File: src/rtl/muldiv_seq_pkg.sv
`default_nettype none
// +----------------------------------------------------------------------------+
// | Module   : muldiv_seq_pkg                                                  |
// | Purpose  : Shared definitions for the iterative multiply/divide unit:      |
// |            op-field bit positions and values, and the FSM state encoding.  |
// | Revision : 1.0  initial release                                            |
// +----------------------------------------------------------------------------+
package muldiv_seq_pkg;

    // op[0] selects MUL/DIV, op[1] requests two's-complement operands
    localparam int   OP_DIV_BIT    = 0;
    localparam int   OP_SIGNED_BIT = 1;
    localparam logic OP_MUL        = 1'b0;
    localparam logic OP_DIV        = 1'b1;

    typedef logic [1:0] state_t;

    localparam state_t S_IDLE = 2'd0;
    localparam state_t S_RUN  = 2'd1;
    localparam state_t S_FIX  = 2'd2;
    localparam state_t S_DONE = 2'd3;

endpackage
`default_nettype wire

File: src/rtl/muldiv_step.sv
`default_nettype none
// +----------------------------------------------------------------------------+
// | Module   : muldiv_step                                                     |
// | Purpose  : One combinational iteration of the multiply/divide accumulator. |
// |            MUL: right-shift add on {carry, acc_hi, acc_lo}.                |
// |            DIV: restoring left-shift step, remainder in acc_hi, quotient   |
// |            bits shifted into acc_lo.                                       |
// | Ports    : i_is_div   - 1 selects the divide step                          |
// |            i_acc_hi   - accumulator high half / partial remainder          |
// |            i_acc_lo   - accumulator low half / dividend-quotient shifter   |
// |            i_operand  - multiplicand or divisor                            |
// |            o_acc_hi   - next high half                                     |
// |            o_acc_lo   - next low half                                      |
// | Revision : 1.0  initial release                                            |
// +----------------------------------------------------------------------------+
module muldiv_step
    import muldiv_seq_pkg::*;
#(
    parameter int WIDTH = 8
) (
    input  logic             i_is_div,
    input  logic [WIDTH-1:0] i_acc_hi,
    input  logic [WIDTH-1:0] i_acc_lo,
    input  logic [WIDTH-1:0] i_operand,
    output logic [WIDTH-1:0] o_acc_hi,
    output logic [WIDTH-1:0] o_acc_lo
);

    logic [WIDTH:0] w_sum;
    logic [WIDTH:0] w_rem;
    logic [WIDTH:0] w_trial;
    logic [WIDTH:0] w_rem_next;
    logic           w_no_borrow;
    logic           w_unused_rem_msb;

    always_comb begin
        // Carry of the add lands in w_sum[WIDTH] and is shifted straight back
        // into the top of acc_hi, so no separate carry flop is needed.
        w_sum       = {1'b0, i_acc_hi} + (i_acc_lo[0] ? {1'b0, i_operand} : '0);

        w_rem       = {i_acc_hi, i_acc_lo[WIDTH-1]};
        w_no_borrow = (w_rem >= {1'b0, i_operand});
        w_trial     = w_rem - {1'b0, i_operand};
        w_rem_next  = w_no_borrow ? w_trial : w_rem;

        if (i_is_div == OP_DIV) begin
            o_acc_hi = w_rem_next[WIDTH-1:0];
            o_acc_lo = {i_acc_lo[WIDTH-2:0], w_no_borrow};
        end else begin
            o_acc_hi = w_sum[WIDTH:1];
            o_acc_lo = {w_sum[0], i_acc_lo[WIDTH-1:1]};
        end
    end

    // The restored remainder is always below the divisor, so its top bit is 0.
    assign w_unused_rem_msb = w_rem_next[WIDTH];

endmodule
`default_nettype wire

File: src/rtl/muldiv_seq.sv
`default_nettype none
// +----------------------------------------------------------------------------+
// | Module   : muldiv_seq                                                      |
// | Purpose  : Iterative WIDTH-bit multiply / restoring divide with a          |
// |            start/done handshake and a one-cycle divide-by-zero fast path.  |
// | Macro    : MULDIV_SIGNED_EN - when defined, op[1]=1 selects signed         |
// |            operands and a FIX state applies the sign correction.           |
// | Ports    : clk, reset      - clock, synchronous active-high reset          |
// |            start, op, a, b - launch request, operation, operands           |
// |            ready, busy     - handshake status                              |
// |            done            - one-cycle result pulse                        |
// |            lo, hi          - product halves / quotient, remainder          |
// |            ovf, div_zero   - overflow and divide-by-zero flags             |
// | Revision : 1.0  initial release                                            |
// +----------------------------------------------------------------------------+
module muldiv_seq
    import muldiv_seq_pkg::*;
#(
    parameter int WIDTH = 8
) (
    input  logic             clk,
    input  logic             reset,
    input  logic             start,
    input  logic [1:0]       op,
    input  logic [WIDTH-1:0] a,
    input  logic [WIDTH-1:0] b,
    output logic             ready,
    output logic             busy,
    output logic             done,
    output logic [WIDTH-1:0] lo,
    output logic [WIDTH-1:0] hi,
    output logic             ovf,
    output logic             div_zero
);

    localparam int CNT_W = $clog2(WIDTH + 1);

    state_t           r_state;
    state_t           w_next_state;
    logic [CNT_W-1:0] r_cnt;
    logic [WIDTH-1:0] r_hi;
    logic [WIDTH-1:0] r_lo;
    logic [WIDTH-1:0] r_opnd;
    logic             r_is_div;
    logic             r_ovf;
    logic             r_div_zero;

    logic             w_accept;
    logic             w_op_div;
    logic             w_b_zero_div;
    logic             w_last;
    logic [WIDTH-1:0] w_mag_a;
    logic [WIDTH-1:0] w_mag_b;
    logic [WIDTH-1:0] w_step_hi;
    logic [WIDTH-1:0] w_step_lo;
    logic [WIDTH-1:0] w_res_hi;
    logic [WIDTH-1:0] w_res_lo;
    logic             w_res_ovf;

    assign ready    = (r_state == S_IDLE) || (r_state == S_DONE);
    assign busy     = (r_state == S_RUN)  || (r_state == S_FIX);
    assign done     = (r_state == S_DONE);
    assign lo       = r_lo;
    assign hi       = r_hi;
    assign ovf      = r_ovf;
    assign div_zero = r_div_zero;

    assign w_accept     = start && ready;
    assign w_op_div     = (op[OP_DIV_BIT] != OP_MUL);
    assign w_b_zero_div = w_op_div && (b == '0);
    assign w_last       = (r_cnt == CNT_W'(1));

`ifdef MULDIV_SIGNED_EN
    logic                 r_signed;
    logic                 r_neg_q;
    logic                 r_neg_r;
    logic                 r_div_ovf;
    logic                 w_sa;
    logic                 w_sb;
    logic [2*WIDTH-1:0]   w_prod_neg;
    logic [WIDTH-1:0]     w_ext;

    assign w_sa    = op[OP_SIGNED_BIT] & a[WIDTH-1];
    assign w_sb    = op[OP_SIGNED_BIT] & b[WIDTH-1];
    assign w_mag_a = w_sa ? -a : a;
    assign w_mag_b = w_sb ? -b : b;

    // Sign correction applied in FIX. MIN/-1 needs no special case here:
    // |MIN| / 1 = MIN, and negating MIN yields MIN again with remainder 0.
    always_comb begin
        w_prod_neg = -{r_hi, r_lo};
        w_res_hi   = r_hi;
        w_res_lo   = r_lo;
        if (r_is_div) begin
            if (r_neg_q) w_res_lo = -r_lo;
            if (r_neg_r) w_res_hi = -r_hi;
        end else if (r_neg_q) begin
            w_res_hi = w_prod_neg[2*WIDTH-1:WIDTH];
            w_res_lo = w_prod_neg[WIDTH-1:0];
        end
        w_ext     = r_signed ? {WIDTH{w_res_lo[WIDTH-1]}} : '0;
        w_res_ovf = r_is_div ? r_div_ovf : (w_res_hi != w_ext);
    end

    always_ff @(posedge clk) begin
        if (reset) begin
            r_signed  <= 1'b0;
            r_neg_q   <= 1'b0;
            r_neg_r   <= 1'b0;
            r_div_ovf <= 1'b0;
        end else if (w_accept) begin
            r_signed  <= op[OP_SIGNED_BIT];
            r_neg_q   <= w_sa ^ w_sb;
            r_neg_r   <= w_sa;
            r_div_ovf <= w_op_div && op[OP_SIGNED_BIT] &&
                         (a == {1'b1, {(WIDTH-1){1'b0}}}) && (b == '1);
        end
    end
`else
    logic w_unused_op;

    assign w_unused_op = op[OP_SIGNED_BIT];
    assign w_mag_a     = a;
    assign w_mag_b     = b;
    assign w_res_hi    = w_step_hi;
    assign w_res_lo    = w_step_lo;
    assign w_res_ovf   = !r_is_div && (w_step_hi != '0);
`endif

    muldiv_step #(
        .WIDTH     (WIDTH)
    ) u_step (
        .i_is_div  (r_is_div),
        .i_acc_hi  (r_hi),
        .i_acc_lo  (r_lo),
        .i_operand (r_opnd),
        .o_acc_hi  (w_step_hi),
        .o_acc_lo  (w_step_lo)
    );

    always_ff @(posedge clk) begin
        if (reset) r_state <= S_IDLE;
        else       r_state <= w_next_state;
    end

    always_comb begin
        w_next_state = r_state;
        case (r_state)
            S_IDLE, S_DONE: begin
                if (start)              w_next_state = w_b_zero_div ? S_DONE : S_RUN;
                else                    w_next_state = S_IDLE;
            end
            S_RUN: begin
`ifdef MULDIV_SIGNED_EN
                if (w_last)             w_next_state = S_FIX;
`else
                if (w_last)             w_next_state = S_DONE;
`endif
            end
`ifdef MULDIV_SIGNED_EN
            S_FIX:                      w_next_state = S_DONE;
`endif
            default:                    w_next_state = S_IDLE;
        endcase
    end

    always_ff @(posedge clk) begin
        if (reset) begin
            r_cnt      <= '0;
            r_hi       <= '0;
            r_lo       <= '0;
            r_opnd     <= '0;
            r_is_div   <= 1'b0;
            r_ovf      <= 1'b0;
            r_div_zero <= 1'b0;
        end else if (w_accept) begin
            r_is_div   <= w_op_div;
            r_ovf      <= 1'b0;
            r_div_zero <= w_b_zero_div;
            if (w_b_zero_div) begin
                r_cnt  <= '0;
                r_lo   <= '1;
                r_hi   <= a;
                r_opnd <= '0;
            end else begin
                // DIV shifts the dividend out of lo; MUL inspects the
                // multiplier bits in lo and adds the multiplicand.
                r_cnt  <= CNT_W'(WIDTH);
                r_hi   <= '0;
                r_lo   <= w_op_div ? w_mag_a : w_mag_b;
                r_opnd <= w_op_div ? w_mag_b : w_mag_a;
            end
        end else if (r_state == S_RUN) begin
            r_cnt <= r_cnt - CNT_W'(1);
            r_hi  <= w_step_hi;
            r_lo  <= w_step_lo;
`ifndef MULDIV_SIGNED_EN
            if (w_last) r_ovf <= w_res_ovf;
`endif
        end
`ifdef MULDIV_SIGNED_EN
        else if (r_state == S_FIX) begin
            r_hi  <= w_res_hi;
            r_lo  <= w_res_lo;
            r_ovf <= w_res_ovf;
        end
`endif
    end

endmodule
`default_nettype wire
File: config.mk
export PLATFORM = sky130hd
export DESIGN_NAME = muldiv_seq
export DESIGN_NICKNAME = d
export VERILOG_FILES = /design/src/rtl/muldiv_seq_pkg.sv /design/src/rtl/muldiv_step.sv /design/src/rtl/muldiv_seq.sv
export SDC_FILE = /design/constraint.sdc
export NUM_CORES = 1
export LEC_CHECK = 0
export CORE_MARGIN = 3
export CORE_UTILIZATION = 30
export CTS_CLUSTER_SIZE = 12
export DETAILED_ROUTE_END_ITERATION = 8
export HOLD_SLACK_MARGIN = 0.02
export PLACE_DENSITY = 0.62
export SLEW_MARGIN = 5
export SYNTH_ARGS = -nofsm -noshare
export SYNTH_HDL_FRONTEND = slang
export SYNTH_SLANG_ARGS = --single-unit
File: constraint.sdc
create_clock -name clk -period 2.8 [get_ports clk]
set_clock_uncertainty 0.1 [all_clocks]
set_input_delay 0.28 -clock clk [delete_from_list [all_inputs] [get_ports clk]]
set_output_delay 0.28 -clock clk [all_outputs]
set_load 0.02 [all_outputs]
==> results.yml <==
min_path:
  holdPathStages: 2
  min_path_type: "flop to flop"
synth:
  syn_nets: 369
  avgSynthCellArea_um2: 8.04
  synth_edf_count: 0
  ys_async_sr_fraction: 0
  yosysSeqAreaShare: 0.253
  synth_compound_area_frac: 0.261
  synth_top_family_by_area: "compound AO/OA/AOI/OAI gates"
  muxShareOfSynthArea: 0.100
  synth_seq_cells: 33
  synthSimpleGateAreaFrac: 0.188
  netlist_area_mm2: 0.00261
  netlist_instances: 325
  ys_warn_count: 0
  synth_ff_type: "dfxtp_1"
  yosys.area_share.xor_xnor: 0.0302
  yosys.area_share.adder: 0.116
  synth_cell_types: 52
route:
  vias_per_cell: 5.26
  wl_per_cell_um: 15.5
  wl_mm: 8.04
  antenna_left: 0
  drtPass1Iterations: 5
  drcViolationCount: 0
  vias: 2719
  drt_iter0_drc: 221
timing:
  period_minus_slack_ns: 2.95
  final-hold-violation-count: 0
  rsz0062_at_grt: "true"
  fin_crit_sh: 1.05
  drv_slew: 0
  maxSlewHeadroom: 0.597
  report.final.setup_viol: 1
  max_freq_ghz: 0.339
  worst_pin_slew_ns: 0.604
  fin_ws_ns: -0.147
power_and_ir_drop:
  ir_drop_mv: 0.196
  power_leakage_uw: 0.00154
  power_density_mw_per_mm2: 423
global_routing:
  grt_start_max_net_pins: 31
  grt.overflow.total: 0
  grt_pass1_vias: 2838
  grt_pass1_wl_mm: 13.5
  track_usage: 0.168
  antenna_found_initial: 0
worst_setup_path:
  startpoint_type: "flop"
  worstPathMaxFanout: 4
  cp_data_arrival_time_ns: 3.02
  cp.required_ns: 2.87
  critPathCaptureType: "flop"
  reg2reg_depth: 10
  worstSetupPathType: "flop to flop"
clocking:
  clock_latency_ns: 0.28
  root_buffer: "clkbuf_8"
  htree_levels: 2
  cts_tree: "built"
  cts_sinks: 33
  numCtsBuffers: 5
  clk_transition_reported_paths_ns: 0.07
  clock_path_buffers: 2
floorplan:
  die_height_um: 99.3
  rows: 33
  start_util: 0.313
  die-area_mm2: 0.00986
  ioPinCount: 42
  core-area_mm2: 0.00834
  die_w_um: 99.3
job:
  cap_violations: 0
final_layout:
  diodes: 0
  final_core_util: 0.454
  drive_gt1_frac: 0.248
  nNetsFinal: 456
  nFillCells: 844
  area_delta_synth_final_pct: 44.9
placed_design:
  io_buffers: 40
  gp_congestion: 0.915
  hpwlAfterDp_mm: 6.25
  dp_slack_ns: -0.214
run_status:
  violations: "setup timing"
  run_status: "finished with violations"
## path summary, 6_finish.rpt
check / start / to / slack [ns]
max: lo[0] / ovf / -0.15
max reg2reg: lo[0] / ovf / -0.15
min reg2reg: div_zero / div_zero / 0.40
min: div_zero / div_zero / 0.40
## where the power goes
group	internal, µW	switching, µW	total [µW]
Clock	195	169	364
Combinational	354	338	692
Sequential	507	40.1	547
Total	1060	547	1600
## worst max-delay path: stages (launching register included)
cell and delay [ns]:
dfxtp_4 0.34, and2_4 0.14, ha_4 0.16, fa_2 0.35
a21o_1 0.19, a211oi_1 0.27, nor3_1 0.09, a311oi_2 0.26
nand3_1 0.11, or4_4 0.54, o311a_1 0.30
## what timing repair did
| item | 4_1_cts | 5_1_grt |
|---|---|---|
| gates resized for setup | 7 | 20 |
| setup buffers | 3 | 2 |
| hold endpoints to repair | 0 | 0 |
| pin swaps | 5 | 8 |
| hold buffers | 0 | 0 |
| endpoints found under the setup margin | 2 | 4 |
## state kept, by name, summed over array words and instances, names as in the netlist
| name | flops |
|---|---|
| lo | 8 |
| r_is_div | 1 |
| hi | 8 |
| ovf | 1 |
| r_state | 2 |
| div_zero | 1 |
| r_cnt | 4 |
| r_opnd | 8 |
## synthesized netlist by cell type (2+ instances only)
library cell / instances / area share
xnor2_1: 6 / 0.020
a311oi_2: 2 / 0.011
a21o_1: 5 / 0.014
a21oi_1: 23 / 0.044
a211oi_1: 16 / 0.046
mux2i_1: 25 / 0.096
o21a_1: 2 / 0.0057
xor2_1: 3 / 0.010
clkbuf_1: 15 / 0.022
o2111a_1: 2 / 0.0086
o21ai_0: 12 / 0.023
and2_1: 11 / 0.026
nor3_1: 9 / 0.017
nand2_1: 26 / 0.037
fa_1: 2 / 0.015
o21ai_1: 12 / 0.023
inv_1: 16 / 0.023
or4_1: 2 / 0.0057
nand2b_1: 4 / 0.0096
ha_1: 21 / 0.10
o31ai_1: 2 / 0.0057
and3_1: 2 / 0.0048
dfxtp_1: 33 / 0.25
nor2_1: 29 / 0.042
a22oi_1: 2 / 0.0057
nor4_1: 2 / 0.0048
nand3_1: 3 / 0.0057
a221oi_1: 9 / 0.030
nor2b_1: 6 / 0.014
## metal layers
| layer | track usage | vias up | share of wire |
|---|---|---|---|
| met4 | 0.0567 | 0 | 0.027 |
| li1 | - | 1351 | - |
| met3 | 0.0238 | 16 | 0.045 |
| met1 | 0.231 | 1275 | 0.47 |
| met2 | 0.271 | 77 | 0.46 |
| met5 | 0 | - | 0 |
## through the flow
| stage | TNS (ns) | cells | total power [µW] | area (µm²) | hold slack [ns] |
|---|---|---|---|---|---|
| detailed placement | -0.236 | 505 | 1190 | 3520 | 0.396 |
| CTS | -0.140 | 515 | 1570 | 3670 | 0.412 |
| floorplan | -0.0683 | 325 | 932 | 2670 | 0.294 |
| global route | -0.394 | 517 | 1710 | 3790 | 0.444 |
| finish | -0.147 | 517 | 1600 | 3790 | 0.403 |
| global placement | -0.148 | 505 | 1180 | 3520 | 0.383 |
## layout make-up
class                      instances  area [µm²]  share of cell area
clock buffer                       7        86.3              0.0228
inverter                          17        63.8              0.0169
multi-input combinational        258        2000               0.528
sequential                        33         677               0.179
tap                              105         131              0.0347
timing repair buffer              97         828               0.219
## cells in the final DEF (no fill, tap or decap), types with 2 or more instances in the layout
| cell | netlist | layout |
|---|---|---|
| buf_4 | 0 | 57 |
| clkdlybuf4s50_1 | 0 | 40 |
| nor2_1 | 29 | 29 |
| nand2_1 | 26 | 26 |
| dfxtp_1 | 33 | 26 |
| mux2i_1 | 25 | 25 |
| a21oi_1 | 23 | 22 |
| inv_1 | 16 | 15 |
| o21ai_1 | 12 | 14 |
| a211oi_1 | 16 | 14 |
| ha_1 | 21 | 14 |
| o21ai_0 | 12 | 10 |
| and2_1 | 11 | 9 |
| a221oi_1 | 9 | 8 |
| nor3_1 | 9 | 8 |
| xnor2_1 | 6 | 6 |
| ha_4 | 0 | 6 |
| clkbuf_8 | 0 | 6 |
| nor2b_1 | 6 | 5 |
| a21o_1 | 5 | 5 |
| nand2b_1 | 4 | 4 |
| dfxtp_2 | 0 | 4 |
| and2_4 | 1 | 3 |
| xor2_1 | 3 | 3 |
| dfxtp_4 | 0 | 3 |
| inv_2 | 1 | 2 |
| nor4_1 | 2 | 2 |
| a211oi_2 | 1 | 2 |
| o2111a_1 | 2 | 2 |
| and3_1 | 2 | 2 |
| o21a_1 | 2 | 2 |
| a311oi_2 | 2 | 2 |
| nand3_1 | 3 | 2 |
| fa_2 | 0 | 2 |
## kinds of logic (layout without fill, tap and decap cells)
logic type                 after synthesis  after routing
and+or+nand+nor                        101            101
AOI/OAI and AO/OA                       99             99
buffers and inverters                   34            121
DFF                                     33             33
muxes                                   26             26
adders and majority gates               23             23
xor gates and xnor gates                 9              9
No activity file was read; power rests on OpenSTA's default activity.
